===== src/rtl/clock_pkg.sv =====
// clock_pkg: shared mode enum, BCD limits and hour-range constants for the digital clock.
// Defining H12_EN selects the 12-hour range (12, 01..11) instead of 00..23.
package clock_pkg;
  typedef enum logic [1:0] {RUN = 2'd0, SET_HOUR = 2'd1, SET_MIN = 2'd2} mode_e;
  localparam logic [7:0] BCD_59 = 8'h59;
  localparam logic [7:0] BCD_23 = 8'h23;
  localparam logic [7:0] BCD_12 = 8'h12;
  localparam logic [7:0] BCD_11 = 8'h11;
`ifdef H12_EN
  localparam logic [7:0] HOUR_MAX  = BCD_12;
  localparam logic [7:0] HOUR_WRAP = 8'h01;
`else
  localparam logic [7:0] HOUR_MAX  = BCD_23;
  localparam logic [7:0] HOUR_WRAP = 8'h00;
`endif
  function automatic logic [7:0] bcd_inc(input logic [7:0] v);
    return v[3:0] == 4'd9 ? {v[7:4] + 4'd1, 4'd0} : {v[7:4], v[3:0] + 4'd1};
  endfunction
  // Hour 00 is not a legal 12-hour value, so it maps to 12 at reset.
  function automatic logic [7:0] hour_init(input logic [7:0] h);
`ifdef H12_EN
    return h == 8'h00 ? BCD_12 : h;
`else
    return h;
`endif
  endfunction
endpackage


===== src/rtl/bcd_mod_counter.sv =====
// bcd_mod_counter: two-digit packed-BCD counter; MAX steps to WRAP, wrap flags that step combinationally.
module bcd_mod_counter
  import clock_pkg::*;
#(
  parameter logic [7:0] MAX  = BCD_59,
  parameter logic [7:0] WRAP = 8'h00,
  parameter logic [7:0] INIT = 8'h00
) (
  input  logic       clk,
  input  logic       rst,
  input  logic       inc,
  input  logic       load,
  input  logic [7:0] load_val,
  output logic [7:0] q,
  output logic       wrap
);
  logic [7:0] q_q, q_d;
  always_comb begin
    wrap = inc && !load && q_q == MAX;
    q_d  = load ? load_val : !inc ? q_q : q_q == MAX ? WRAP : bcd_inc(q_q);
  end
  always_ff @(posedge clk or posedge rst)
    if (rst) q_q <= INIT;
    else     q_q <= q_d;
  assign q = q_q;
endmodule


===== src/rtl/time_counter.sv =====
// time_counter: BCD hh:mm:ss timekeeper with button-driven set mode.
// Defining H12_EN builds the 12-hour variant with a pm flag.
module time_counter
  import clock_pkg::*;
#(
  parameter logic [7:0] START_HOUR = 8'h00,
  parameter logic [7:0] START_MIN  = 8'h00
) (
  input  logic       in_clk,
  input  logic       rst,
  input  logic       sec_tick,
  input  logic       mode_btn,
  input  logic       inc_btn,
  output logic [7:0] sec_bcd,
  output logic [7:0] min_bcd,
  output logic [7:0] hour_bcd,
  output logic [1:0] mode,
  output logic       min_tick,
  output logic       hour_tick,
  output logic       pm
);
  mode_e mode_q, mode_d;
  logic  min_tick_q, min_tick_d, hour_tick_q, hour_tick_d;
  logic  run, edit, sec_inc, min_inc, hour_inc, sec_clr;
  logic  sec_wrap, min_wrap, unused_hour_wrap;
  // mode_btn wins over inc_btn; a RUN tick still lands in the cycle that leaves RUN.
  assign run      = mode_q == RUN;
  assign edit     = inc_btn && !mode_btn;
  assign sec_inc  = run && sec_tick;
  assign min_inc  = run ? sec_wrap : mode_q == SET_MIN && edit;
  assign hour_inc = run ? min_wrap : mode_q == SET_HOUR && edit;
  assign sec_clr  = mode_q == SET_MIN && mode_btn;
  always_comb begin
    mode_d      = !mode_btn ? mode_q : mode_q == RUN ? SET_HOUR : mode_q == SET_HOUR ? SET_MIN : RUN;
    min_tick_d  = run && sec_wrap;
    hour_tick_d = run && min_wrap;
  end
  always_ff @(posedge in_clk or posedge rst)
    if (rst) begin
      mode_q      <= RUN;
      min_tick_q  <= 1'b0;
      hour_tick_q <= 1'b0;
    end else begin
      mode_q      <= mode_d;
      min_tick_q  <= min_tick_d;
      hour_tick_q <= hour_tick_d;
    end
  bcd_mod_counter #(.MAX(BCD_59), .WRAP(8'h00), .INIT(8'h00)) u_sec (
    .clk(in_clk), .rst(rst), .inc(sec_inc), .load(sec_clr), .load_val(8'h00),
    .q(sec_bcd), .wrap(sec_wrap)
  );
  bcd_mod_counter #(.MAX(BCD_59), .WRAP(8'h00), .INIT(START_MIN)) u_min (
    .clk(in_clk), .rst(rst), .inc(min_inc), .load(1'b0), .load_val(8'h00),
    .q(min_bcd), .wrap(min_wrap)
  );
  bcd_mod_counter #(.MAX(HOUR_MAX), .WRAP(HOUR_WRAP), .INIT(hour_init(START_HOUR))) u_hour (
    .clk(in_clk), .rst(rst), .inc(hour_inc), .load(1'b0), .load_val(8'h00),
    .q(hour_bcd), .wrap(unused_hour_wrap)
  );
`ifdef H12_EN
  // pm flips whenever hours step 11 -> 12, whether by carry or by the set button.
  logic pm_q, pm_d;
  always_comb pm_d = pm_q ^ (hour_inc && hour_bcd == BCD_11);
  always_ff @(posedge in_clk or posedge rst)
    if (rst) pm_q <= 1'b0;
    else     pm_q <= pm_d;
  assign pm = pm_q;
`else
  assign pm = 1'b0;
`endif
  assign mode      = mode_q;
  assign min_tick  = min_tick_q;
  assign hour_tick = hour_tick_q;
endmodule


===== config.mk =====
export PLATFORM = sky130hd
export DESIGN_NAME = time_counter
export DESIGN_NICKNAME = d
export VERILOG_FILES = /design/src/rtl/clock_pkg.sv /design/src/rtl/bcd_mod_counter.sv /design/src/rtl/time_counter.sv
export SDC_FILE = /design/constraint.sdc
export NUM_CORES = 1
export LEC_CHECK = 0
export CAP_MARGIN = 0
export CORE_MARGIN = 4
export CORE_UTILIZATION = 30
export DETAILED_ROUTE_END_ITERATION = 6
export SYNTH_ARGS = -nofsm -noshare
export SYNTH_HDL_FRONTEND = slang
export SYNTH_SLANG_ARGS = --single-unit

===== constraint.sdc =====
create_clock -name in_clk -period 2.5 [get_ports in_clk]
set_input_delay 0.5 -clock in_clk [delete_from_list [all_inputs] [get_ports in_clk]]
set_output_delay 0.5 -clock in_clk [all_outputs]
set_load 0.01 [all_outputs]

==> results of run 1 <==
[sequential cells by signal, summed over array words and instances (netlist names)]
signal	cells
min_tick	1
mode	2
u_sec.q	8
hour_tick	1
u_min.q	8
u_hour.q	8
[Yosys cell counts (2+ instances only)]
master / n
a21oi_1: 2
and3_1: 2
and3b_1: 2
dfrtp_1: 28
ha_1: 12
inv_1: 10
mux2i_1: 4
nand2_1: 13
nand2b_1: 4
nand3_1: 5
nand3b_1: 4
nand4_1: 3
nor2_1: 10
nor2b_1: 2
nor3_1: 3
o21ai_0: 12
o21ai_2: 2
o22ai_1: 2
o31ai_1: 2
xnor2_1: 4
xor2_1: 2
[how the worst min path moves through the flow]
stage,startpoint,endpoint
global route,u_hour.q[6]$_DFFE_PP0P_,u_hour.q[6]$_DFFE_PP0P_
global placement,u_hour.q[7]$_DFFE_PP0P_,u_hour.q[7]$_DFFE_PP0P_
CTS,u_hour.q[7]$_DFFE_PP0P_,u_hour.q[7]$_DFFE_PP0P_
floorplan,u_hour.q[7]$_DFFE_PP0P_,u_hour.q[7]$_DFFE_PP0P_
detailed placement,u_hour.q[7]$_DFFE_PP0P_,u_hour.q[7]$_DFFE_PP0P_
finish,u_hour.q[7]$_DFFE_PP0P_,u_hour.q[7]$_DFFE_PP0P_
[kinds of logic (layout without fill, tap and decap cells)]
kind of cell,after synthesis,after routing,synth area share [%]
fa+ha+maj,12,12,9.360
flops,28,28,43.68
buf+inv,13,52,3.354
simple gates,59,59,23.01
xor+xnor,6,6,3.276
compound gates,29,29,12.25
other cells,1,1,0.2338
mux,7,7,4.836
[area by class of cell]
type	instances	area, sq um	area share, %
flip-flops and latches	28	700.7	33.49
inverters	11	41.29	1.974
clock buffers	4	55.05	2.632
well taps	70	87.58	4.187
repair buffers	37	357.8	17.11
multi-input cells	114	849.6	40.61
[routing by layer]
layer	wire length, um	vias to the layer above	track usage, %
li1	-	619	-
met1	1573	602	15.42
met2	1438	26	17.32
met3	163	5	2.217
met4	61	0	5.068
met5	0	-	0
[power breakdown]
group | total [W] | switching [W] | internal (W)
Combinational | 0.000703 | 0.000291 | 0.000412
Clock | 0.000289 | 0.000148 | 0.000141
Sequential | 0.000760 | 0.000186 | 0.000573
[per-stage QoR]
stage	setup slack, ns	area (sq um)	power (W)	hold slack (ns)	std cells
after floorplan	0.4643	1604	0.001125	0.5189	155
after global placement	0.2838	2037	0.001473	0.4934	260
after detailed placement	0.2713	2037	0.001479	0.4989	260
after CTS	0.4111	2092	0.001775	0.5161	264
after global routing	0.3092	2092	0.001908	0.5606	264
final	0.4165	2092	0.001752	0.5030	264
==> flow_summary.ini, run 1 <==
[setup_path]
path_depth = 7
reg2reg_depth = 7
crit_slowest_cell = or4_4
crit_type = reg -> reg
crit_start = u_min.q[1]$_DFFE_PP0N_
r2r_start = u_min.q[1]$_DFFE_PP0N_
setup.worst_path.end_class = flop
critical-path-max-stage-delay_ns = 0.52
r2r-end = u_hour.q[1]$_DFFE_PP0P_
crit_end = u_hour.q[1]$_DFFE_PP0P_
arrival_ns = 2.29
cp_max_fo = 5
worstPathRequired_ns = 2.71
worst-r2r-setup-slack_ns = 0.42
cp-start-kind = flop
cp_num_buf_inv = 1
crit_chain = inv_1 -> ha_1 -> nand3b_4 -> or4_4 -> o21a_4 -> or3_1 -> o21ai_2
cpLargestDelayFamily = simple AND/OR/NAND/NOR gates

[route]
wirelength_um = 3237
drc = 0
drt_iter0_drc = 78
routedWlPerCell_um = 12.26
vias_per_cell = 4.742
dr.pass1.iters = 4
ant_nets = 0
vias = 1252

[sta]
finalHoldViolCount = 0
setup_viol = 0
clock.fmax_ghz = 0.4800
rsz0062_at_grt = no
fin_setup_tns_ns = 0
period_needed_ns = 2.084
clock_skew_ns = 0.008016
fin_crit_sh_pct = 83.34
slew_viol_final = 0

[finish]
fin_nets = 212
drive_above_1_share_pct = 12.89
layout_common_cells = clkdlybuf4s50_1 (32), dfrtp_1 (28), nand2_1 (13), o21ai_0 (12), ha_1 (12)
num_antenna_cells = 0
fillers = 542
layout.cells.most_common = clkdlybuf4s50_1
fin_util_pct = 40.70
area_growth_pct = 30.42

[floorplanning]
start_util_pct = 31.21
die_y_um = 81.12
die_area_sq_um = 6580
die_w_um = 81.12
io_pins = 34
core_sq_um = 5140
row_count = 26

[hold_path]
min_path_cells = 1
hold_class = reg -> reg

[synthesis]
syn_avg_cell_area_sq_um = 10.35
synth.area.top_cells = dfrtp_1 (44%), ha_1 (9.4%), o21ai_0 (3.7%)
synth_top_cell_by_area = dfrtp_1
async_flop_share_pct = 100.0
ys_types = 48
synthCells = 155
yosysWarnings = 0
synthFlopType = dfrtp_1
yosysSeqAreaShare_pct = 43.68
synth-edff-count = 0
syn-cell-area_sq_um = 1604
synth.ff_latch_count = 28
synth_top_area_share_pct = 43.68
syn_nets = 172

[grt]
grt_first_pass_wirelength_um = 5775
gr-total-overflow = 0
grt_pass1_vias = 1241
grt_max_degree = 29
antenna_found_initial = 0
track_usage_pct = 11.32

[job]
maxCapViolations = 0

[clock_tree]
cts_tree = built
clk_latency_ns = 0.28
cts_setup_buffers = 0
cts_sinks = 28
clk_pin_slew_ns = 0.10
cts_root_buf = clkbuf_8
cts_hold_buf = 0
clockBufferDepth = 2
htreeDepth = 1
cts_resized = 0
cts_buffers = 3

[place]
hpwl_um = 2389
io_buffers = 32
gp_congestion = 0.7440

[outcome]
outcome = completed

[power_and_ir_drop]
p_leak_nw = 0.9172
ir_drop_v = 0.0003417
cellPowerDensity_nw_per_um2 = 837.4
Power figures use the tool's default switching activity.
==> run 2: changes to the inputs <==
==> constraint.sdc (replaced) <==
create_clock -name in_clk -period 2 [get_ports in_clk]
set_input_delay 0.4 -clock in_clk [delete_from_list [all_inputs] [get_ports in_clk]]
set_output_delay 0.4 -clock in_clk [all_outputs]
set_load 0.01 [all_outputs]
==> run 2 against run 1 <==
- combinational power is 55% higher
- die area unchanged
- clock power increased by 57%
- critical path type unchanged
- final cell count is 7.6% higher
- critical path depth is the same
- sequential share of layout area fell by 2.9 points
- register-to-register slack got worse by 0.34 ns
- clock skew barely moved
- sequential cell count unchanged
- power increased by 38%
- setup slack worse by 0.34 ns
==> flow_summary.ini, run 2 (synthesis results as in run 1) <==
[clock_tree]
cts_sinks = 28
clockBufferDepth = 2
clk_latency_ns = 0.28
cts_setup_buffers = 0
cts_buffers = 3
cts_tree = built
htreeDepth = 1
clk_pin_slew_ns = 0.11
cts_root_buf = clkbuf_8

[route]
dr.pass1.iters = 4
wirelength_um = 3410
routedWlPerCell_um = 12.01
drt_iter0_drc = 39
vias = 1303
ant_nets = 0
vias_per_cell = 4.588
drc = 0

[floorplanning]
row_count = 26
die_y_um = 81.12
start_util_pct = 31.21
core_sq_um = 5140
die_area_sq_um = 6580
io_pins = 34
die_w_um = 81.12

[finish]
num_antenna_cells = 0
multiInputGateArea_sq_um = 882.1
area_growth_pct = 42.82
fillers = 533
layout_common_cells = clkdlybuf4s50_1 (32), dfrtp_1 (28), buf_4 (25), nand2_1 (13), o21ai_0 (12)
stdcell_count = 284
fin_util_pct = 44.57
drive_above_1_share_pct = 23.36
layout.cells.most_common = clkdlybuf4s50_1
fin_nets = 232
regArea_sq_um = 700.7

[power_and_ir_drop]
cellPowerDensity_nw_per_um2 = 1059
p_leak_nw = 1.026
power_w = 0.002426
ir_drop_v = 0.0004466

[setup_path]
reg2reg_depth = 7
crit_chain = inv_1 -> ha_2 -> nand3b_1 -> or4_4 -> o21a_4 -> or3_4 -> o21ai_2
crit_end = u_hour.q[1]$_DFFE_PP0P_
crit_type = reg -> reg
worst-r2r-setup-slack_ns = 0.08
cp_max_fo = 4
critical-path-max-stage-delay_ns = 0.46
setup.worst_path.end_class = flop
r2r_start = u_min.q[5]$_DFFE_PP0P_
r2r-end = u_hour.q[1]$_DFFE_PP0P_
worstPathRequired_ns = 2.22
arrival_ns = 2.13
crit_slowest_cell = or4_4
crit_start = u_min.q[5]$_DFFE_PP0P_
cp-start-kind = flop

[grt]
grt_pass1_vias = 1303
track_usage_pct = 11.50
grt_first_pass_wirelength_um = 6030
grt_max_degree = 29
antenna_found_initial = 0
gr-total-overflow = 0

[place]
placed_cells = 280
io_buffers = 32
hpwl_um = 2632
gp_congestion = 0.7179

[sta]
finalHoldViolCount = 0
fin_crit_sh_pct = 95.99
setup_viol = 0
period_needed_ns = 1.920
clock_skew_ns = 0.007521
rsz0062_at_grt = yes
clock.fmax_ghz = 0.5209
whs_ns = 0.4777
fin_setup_tns_ns = 0
slew_viol_final = 0

[job]
maxCapViolations = 0

[outcome]
outcome = completed

[hold_path]
hold_class = in -> async
run 2: worst max-delay path, delay by kind of cell, from the launching register on:
| family | cells | cell delay (ns) |
|---|---|---|
| compound gates | 2 | 0.29 |
| fa+ha+maj | 1 | 0.19 |
| buf+inv | 1 | 0.06 |
| flops | 1 | 0.39 |
| simple gates | 3 | 0.93 |
run 2: repair_timing:
| action | 4_1_cts | 5_1_grt |
|---|---|---|
| resized for setup | 0 | 6 |
| hold buffers | 0 | 0 |
| setup endpoints to repair | 0 | 5 |
run 2: final cells by class:
class	instances	share of cell area, %
multi-input cells	114	38.50
inverters	11	1.802
well taps	70	3.823
flip-flops and latches	28	30.58
clock buffers	3	1.802
repair buffers	57	22.17
clock inverters	1	1.311
run 2: how the worst min path moves through the flow:
stage | start | to | slack, ns | cells past startpoint
after floorplan | rst | hour_tick$_DFF_PP0_ | 0.47 | 1
after global placement | u_hour.q[7]$_DFFE_PP0P_ | u_hour.q[7]$_DFFE_PP0P_ | 0.49 | 1
after detailed placement | u_hour.q[7]$_DFFE_PP0P_ | u_hour.q[7]$_DFFE_PP0P_ | 0.51 | 1
after CTS | rst | u_hour.q[1]$_DFFE_PP0P_ | 0.50 | 3
after global routing | rst | hour_tick$_DFF_PP0_ | 0.53 | 3
final | rst | u_hour.q[3]$_DFFE_PP0P_ | 0.48 | 3
run 2: through the flow:
step / instance area (sq um) / setup WS [ns]
global placement: 2195 / -0.1012
CTS: 2266 / 0.03592
floorplan: 1612 / 0.002507
detailed placement: 2195 / -0.1055
finish: 2291 / 0.08015
global route: 2291 / -0.01709
run 2: layer usage:
layer / part of all wire [%] / global-route usage (%) / vias up / routed length, um
li1: - / - / 660 / -
met1: 50 / 16.00 / 611 / 1691
met2: 45 / 18.47 / 30 / 1523
met3: 5.0 / 2.217 / 2 / 171
met4: 0.70 / 2.534 / 0 / 24
met5: 0 / 0 / - / 0
run 2: power by group:
group	internal (W)	switching, W
clock network	0.000268	0.000186
logic	0.000623	0.000463
registers	0.000717	0.000170
